File: config.mk
export PLATFORM = sky130hd
export DESIGN_NAME = uart_loader_flat
export DESIGN_NICKNAME = d
export VERILOG_FILES = /design/src/rtl/uart_loader_pkg.sv /design/src/rtl/uart_loader_if.sv /design/src/rtl/uart_loader_byte_packer.sv /design/src/rtl/uart_loader.sv /design/src/flat_wrapper.sv
export SDC_FILE = /design/constraint.sdc
export NUM_CORES = 1
export LEC_CHECK = 0
export CAP_MARGIN = 15
export CORE_UTILIZATION = 55
export DETAILED_ROUTE_END_ITERATION = 10
export PLACE_DENSITY = 0.8
export SETUP_SLACK_MARGIN = 0.5
export SLEW_MARGIN = 30
export SYNTH_ARGS = -nofsm -noshare
export SYNTH_HDL_FRONTEND = slang
export SYNTH_SLANG_ARGS = --single-unit
File: constraint.sdc
create_clock -name clk -period 3.6 [get_ports clk]
set_input_delay 0.72 -clock clk [delete_from_list [all_inputs] [get_ports clk]]
set_output_delay 0.72 -clock clk [all_outputs]
set_load 0.01 [all_outputs]
File: src/rtl/uart_loader_pkg.sv
// uart_loader_pkg: shared state encoding and frame geometry for the UART boot loader.
package uart_loader_pkg;

    typedef enum logic [2:0] {
        HDR  = 3'd0,
        DATA = 3'd1,
        SUM  = 3'd2,
        DONE = 3'd3,
        ERR  = 3'd4
    } state_e;

    localparam int HDR_BYTES  = 4;
    localparam int WORD_BYTES = 4;

endpackage

File: src/rtl/uart_loader_if.sv
// uart_loader_if: byte stream in, instruction-memory writes and load status out.
interface uart_loader_if #(parameter int ADDR_W = 12);

    logic              uart_re;
    logic [7:0]        rd_data;
    logic              imem_we;
    logic [ADDR_W-1:0] imem_addr;
    logic [31:0]       imem_wdata;
    logic              cpu_rst_n;
    logic              load_done;
    logic              load_err;

    modport master (
        output uart_re, rd_data,
        input  imem_we, imem_addr, imem_wdata, cpu_rst_n, load_done, load_err
    );

    modport slave (
        input  uart_re, rd_data,
        output imem_we, imem_addr, imem_wdata, cpu_rst_n, load_done, load_err
    );

endinterface

File: src/rtl/uart_loader_byte_packer.sv
// uart_loader_byte_packer: packs bytes little-endian into 32-bit words.
// word_o/word_valid_o are combinational on the strobe carrying the last byte of a word.
module uart_loader_byte_packer
    import uart_loader_pkg::*;
(
    input  logic        clk,
    input  logic        rst_n,
    input  logic        clr_i,
    input  logic        stb_i,
    input  logic [7:0]  byte_i,
    output logic [31:0] word_o,
    output logic        word_valid_o
);

    logic [1:0]  cnt_q, cnt_d;
    logic [23:0] sh_q, sh_d;

    always_comb begin
        cnt_d = clr_i ? 2'd0 : stb_i ? cnt_q + 2'd1 : cnt_q;
        sh_d  = (stb_i && !clr_i) ? {byte_i, sh_q[23:8]} : sh_q;
    end

    assign word_valid_o = stb_i && !clr_i && cnt_q == 2'(WORD_BYTES - 1);
    assign word_o       = {byte_i, sh_q};

    always_ff @(posedge clk or negedge rst_n) begin
        if (!rst_n) begin
            cnt_q <= 2'd0;
            sh_q  <= 24'd0;
        end else begin
            cnt_q <= cnt_d;
            sh_q  <= sh_d;
        end
    end

endmodule

File: src/rtl/uart_loader.sv
// uart_loader: parses a length-prefixed image from the UART, writes it to imem from
// word 0, and releases the CPU only once the payload checksum matches.
module uart_loader
    import uart_loader_pkg::*;
#(
    parameter int ADDR_W = 12
) (
    input  logic      clk,
    input  logic      rst_n,
    uart_loader_if.slave bus_io
);

    localparam logic [31:0] CAP = 32'(1) << ADDR_W;

    state_e            state_q;
    logic [ADDR_W:0]   len_q, wcnt_q, wcnt_d;
    logic [7:0]        sum_q;
    logic [ADDR_W-1:0] addr_q;
    logic [31:0]       wdata_q, word;
    logic              we_q, cpu_rst_n_q, done_q, err_q, word_valid;

    // Header and payload share the packer: the header is itself one little-endian word.
    uart_loader_byte_packer u_packer (
        .clk          (clk),
        .rst_n        (rst_n),
        .clr_i        (state_q == DONE || state_q == ERR),
        .stb_i        (bus_io.uart_re && (state_q == HDR || state_q == DATA)),
        .byte_i       (bus_io.rd_data),
        .word_o       (word),
        .word_valid_o (word_valid)
    );

    assign wcnt_d = wcnt_q + (ADDR_W + 1)'(1);

    always_ff @(posedge clk or negedge rst_n) begin
        if (!rst_n) begin
            state_q     <= HDR;
            len_q       <= '0;
            wcnt_q      <= '0;
            sum_q       <= 8'd0;
            addr_q      <= '0;
            wdata_q     <= 32'd0;
            we_q        <= 1'b0;
            cpu_rst_n_q <= 1'b0;
            done_q      <= 1'b0;
            err_q       <= 1'b0;
        end else begin
            we_q <= 1'b0;
            // Advance after each write except the last, so the address never passes N-1.
            if (we_q && wcnt_q != len_q) addr_q <= addr_q + ADDR_W'(1);
            case (state_q)
                HDR: if (word_valid) begin
                    if (word > CAP) begin
                        state_q <= ERR;
                        err_q   <= 1'b1;
                    end else if (word == 32'd0) begin
                        state_q <= SUM;
                    end else begin
                        len_q   <= word[ADDR_W:0];
                        state_q <= DATA;
                    end
                end
                DATA: if (bus_io.uart_re) begin
                    sum_q <= sum_q + bus_io.rd_data;
                    if (word_valid) begin
                        we_q    <= 1'b1;
                        wdata_q <= word;
                        wcnt_q  <= wcnt_d;
                        if (wcnt_d == len_q) state_q <= SUM;
                    end
                end
                SUM: if (bus_io.uart_re) begin
                    if (bus_io.rd_data == sum_q) begin
                        state_q     <= DONE;
                        done_q      <= 1'b1;
                        cpu_rst_n_q <= 1'b1;
                    end else begin
                        state_q <= ERR;
                        err_q   <= 1'b1;
                    end
                end
                default: ;
            endcase
        end
    end

    assign bus_io.imem_we    = we_q;
    assign bus_io.imem_addr  = addr_q;
    assign bus_io.imem_wdata = wdata_q;
    assign bus_io.cpu_rst_n  = cpu_rst_n_q;
    assign bus_io.load_done  = done_q;
    assign bus_io.load_err   = err_q;

endmodule

File: src/flat_wrapper.sv
// flat-port wrapper written by rule: the top's interface ports become plain ports
module uart_loader_flat import uart_loader_pkg::*;
#(
    parameter int ADDR_W = 12
)
  (clk, rst_n, bus_io_uart_re, bus_io_rd_data, bus_io_imem_we, bus_io_imem_addr, bus_io_imem_wdata, bus_io_cpu_rst_n, bus_io_load_done, bus_io_load_err);
  uart_loader_if #(.ADDR_W(ADDR_W)) bus_io_i ();
  input  logic clk;
  input  logic rst_n;
  input wire logic [$bits(bus_io_i.uart_re)-1:0] bus_io_uart_re;
  input wire logic [$bits(bus_io_i.rd_data)-1:0] bus_io_rd_data;
  output wire logic [$bits(bus_io_i.imem_we)-1:0] bus_io_imem_we;
  output wire logic [$bits(bus_io_i.imem_addr)-1:0] bus_io_imem_addr;
  output wire logic [$bits(bus_io_i.imem_wdata)-1:0] bus_io_imem_wdata;
  output wire logic [$bits(bus_io_i.cpu_rst_n)-1:0] bus_io_cpu_rst_n;
  output wire logic [$bits(bus_io_i.load_done)-1:0] bus_io_load_done;
  output wire logic [$bits(bus_io_i.load_err)-1:0] bus_io_load_err;
  assign bus_io_i.uart_re = bus_io_uart_re;
  assign bus_io_i.rd_data = bus_io_rd_data;
  assign bus_io_imem_we = bus_io_i.imem_we;
  assign bus_io_imem_addr = bus_io_i.imem_addr;
  assign bus_io_imem_wdata = bus_io_i.imem_wdata;
  assign bus_io_cpu_rst_n = bus_io_i.cpu_rst_n;
  assign bus_io_load_done = bus_io_i.load_done;
  assign bus_io_load_err = bus_io_i.load_err;
  uart_loader #(.ADDR_W(ADDR_W)) u_core (.clk(clk), .rst_n(rst_n), .bus_io(bus_io_i));
endmodule
==> results.toml <==
[layout]
fin_nets = 562
drive_gt1_frac = 0.0680
antennaDiodeCount = 0
utilization = 0.673
area_delta_synth_final_pct = 16.5
final_area_um2 = 5950

[timing]
slew_headroom = 0.618
fin_worst_skew_ns = 0.0177
rsz0062_at_grt = "false"
max_freq_ghz = 0.349
fin_crit_sh = 0.797
drv_slew = 0
min_period_ns = 2.87
hold_viol_final = 0
setup_viol = 0
worst_slew_pin_slew_ns = 0.573
setup_tns_ns = 0

[worst_setup_path]
crit_type = "reg -> reg"
start_kind = "flop"
crit_fanout = 4
arrival_ns = 3.13
ff2ff_path_depth = 7
endpoint_kind = "flop"
r2r-start = "u_core.wcnt_q[0]"
crit_slowest_cell = "or4_1"
worst_r2r_endpoint = "u_core.state_q[1]"
path_cells = "ha_1 > nand2_1 > or4_1 > a2111o_1 > or4_1 > or3_1 > o41ai_2"
cpMostUsedCell = "or4_1"
crit_required_ns = 3.87
r2r_slack_ns = 0.73
critPathMaxStageDelay_ns = 0.51

[place]
hpwl_um = 7400
place_area_um2 = 5770
io_buffers = 58
place_congestion = 0.847

[floorplanning]
core_um2 = 8850
die_area_um2 = 9680
die_h_um = 98.4
die_x_um = 98.4
io_pins = 59
initial_core_util = 0.578
rows = 34

[power_and_ir_drop]
intPower_w = 0.00185
powerDensity_nw_per_um2 = 447
leakage_nw = 2.83
p_clk_frac = 0.271
power_w = 0.00266
sequentialPowerShare = 0.607
switching_power_w = 0.000812
combPwrFrac = 0.122
p_sw_frac = 0.305
peakVddDrop_mv = 0.331

[cts]
post_cts_buffers = 0
cts.sinks = 110
cts_resized = 0
cts_tree = "yes"
root_buffer = "clkbuf_8"
cts_max_level = 3
cts.path.max_buffers = 2
hold_buffers = 0
clock_latency_ns = 0.38
clk_pin_slew_ns = 0.10
cts_buffers = 9

[run_status]
violations = "design-rule violations"
status = "finished with violations"

[worst_hold_path]
hold_path_class = "in -> async"

[synth]
netlist_area_um2 = 5110
synth_top_area_frac = 0.539
avgSynthCellArea_um2 = 10.5
synth_area_leader_cell = "dfrtp_1"
yosysUniqueCellTypes = 47
syn_inst = 485
synth-edff-count = 0
async_flop_share = 1.00
yosysWarnings = 0
yosys-top-cells-area = "dfrtp_1 54%, nand2_1 9.3%, mux2_1 6.8%"
synth_seq_cells = 110
synth_nets = 507
synth_flop_cell = "dfrtp_1"
yosysSeqAreaShare = 0.539

[route]
postRouteAntennaNets = 0
drt-initial-drc-count = 214
first_pass_iters = 8
wl_per_cell_um = 15.9
vias = 3627
drc = 3
drt-total-wl_um = 10400
vias_per_cell = 5.56

[job]
cap_violations = 0

[global_routing]
grt_pass1_wl_um = 18000
antenna_found_initial = 0
grt_pass1_vias = 3695
grt_max_degree = 111
track_usage = 0.236
grt_overflow = 0
## registers in the layout (all words and copies together) (netlist names), 2 cells and up
signal	cells
u_core.wcnt_q	13
u_core.u_packer.sh_q	24
u_core.bus_io.imem_addr	12
u_core.len_q	13
u_core.bus_io.imem_wdata	32
u_core.u_packer.cnt_q	2
u_core.state_q	3
u_core.sum_q	8
## kinds of logic after synthesis
| family | share of synthesized area |
|---|---|
| and+or+nand+nor | 0.181 |
| AOI/OAI and AO/OA | 0.0529 |
| xor gates and xnor gates | 0.0840 |
| muxes | 0.0859 |
| adders and majority gates | 0.0284 |
| buffers and inverters | 0.0294 |
| DFF | 0.539 |
## cells in the mapped netlist, types with 4 or more instances
library cell / count
ha_1: 10
mux2_2: 8
xor2_1: 17
nand4_1: 4
nor3_1: 12
dfrtp_1: 110
a21oi_1: 5
and3_1: 4
mux2_1: 31
buf_1: 6
clkbuf_1: 6
o21ai_1: 6
nor4_1: 10
inv_1: 6
nor2_1: 23
nand3_1: 15
buf_6: 4
xnor2_1: 32
nand2_1: 127
## stage by stage
stage	std cells	worst slack (ns)	hold slack, ns
floorplan	485	0.916	0.424
global placement	637	0.499	0.454
detailed placement	637	0.441	0.455
CTS	652	0.725	0.438
global route	652	0.607	0.432
finish	652	0.732	0.402
## layer usage
layer	global-route usage	wire, um	vias to the layer above
met4	0.0700	170	0
met1	0.319	4840	1785
li1	-	-	1743
met2	0.385	4970	88
met3	0.0501	420	11
met5	0	0	-
## power groups by stage
stage | sequential, W | combinational, W | clock, W
6_report | 0.00161 | 0.000324 | 0.000720
5_1_grt | 0.00164 | 0.000362 | 0.000782
4_1_cts | 0.00161 | 0.000328 | 0.000738
3_5_place_dp | 0.00164 | 0.000328 | 0
3_3_place_gp | 0.00163 | 0.000312 | 0
2_1_floorplan | 0.00153 | 0.000272 | 0
## critical path: cells and delay by family (launching register included)
kind / cells / cell delay (ns)
flip-flops: 1 / 0.44
adder cells (fa/ha/maj): 1 / 0.26
AND/OR/NAND/NOR: 4 / 1.45
AO/OA/AOI/OAI: 2 / 0.60
## area by class of cell
| class | instances | area (um2) |
|---|---|---|
| timing repair buffer | 64 | 636 |
| sequential | 110 | 2750 |
| clock buffer | 9 | 124 |
| tap | 108 | 135 |
| fill | 669 | 2900 |
| multi-input combinational | 347 | 2210 |
| inverter | 8 | 30.0 |
| clock inverter | 6 | 62.6 |
## placed cells by master, fill, tap and decap left out, drive strengths merged, types with 4 or more instances in the layout
| cell type | count |
|---|---|
| clkdlybuf4s50 | 57 |
| nand4 | 5 |
| nor3 | 12 |
| nor4 | 10 |
| inv | 13 |
| nand3 | 15 |
| and3 | 4 |
| nor2 | 23 |
| xnor2 | 32 |
| ha | 10 |
| nand2 | 127 |
| a21oi | 5 |
| dfrtp | 110 |
| o21ai | 8 |
| mux2 | 39 |
| xor2 | 17 |
| clkbuf | 9 |
| buf | 7 |
## worst max path at each step
stage | from | endpoint | slack (ns) | depth (start not counted)
2_1_floorplan | u_core.wcnt_q[0] | u_core.state_q[1] | 0.92 | 7
3_3_place_gp | bus_io_uart_re | u_core.state_q[1] | 0.50 | 7
3_5_place_dp | bus_io_uart_re | u_core.state_q[1] | 0.44 | 7
4_1_cts | u_core.wcnt_q[0] | u_core.state_q[1] | 0.73 | 7
5_1_grt | u_core.wcnt_q[0] | u_core.state_q[1] | 0.61 | 7
6_report | u_core.wcnt_q[0] | u_core.state_q[1] | 0.73 | 7
Note: power is estimated with default switching activity, not from simulation.
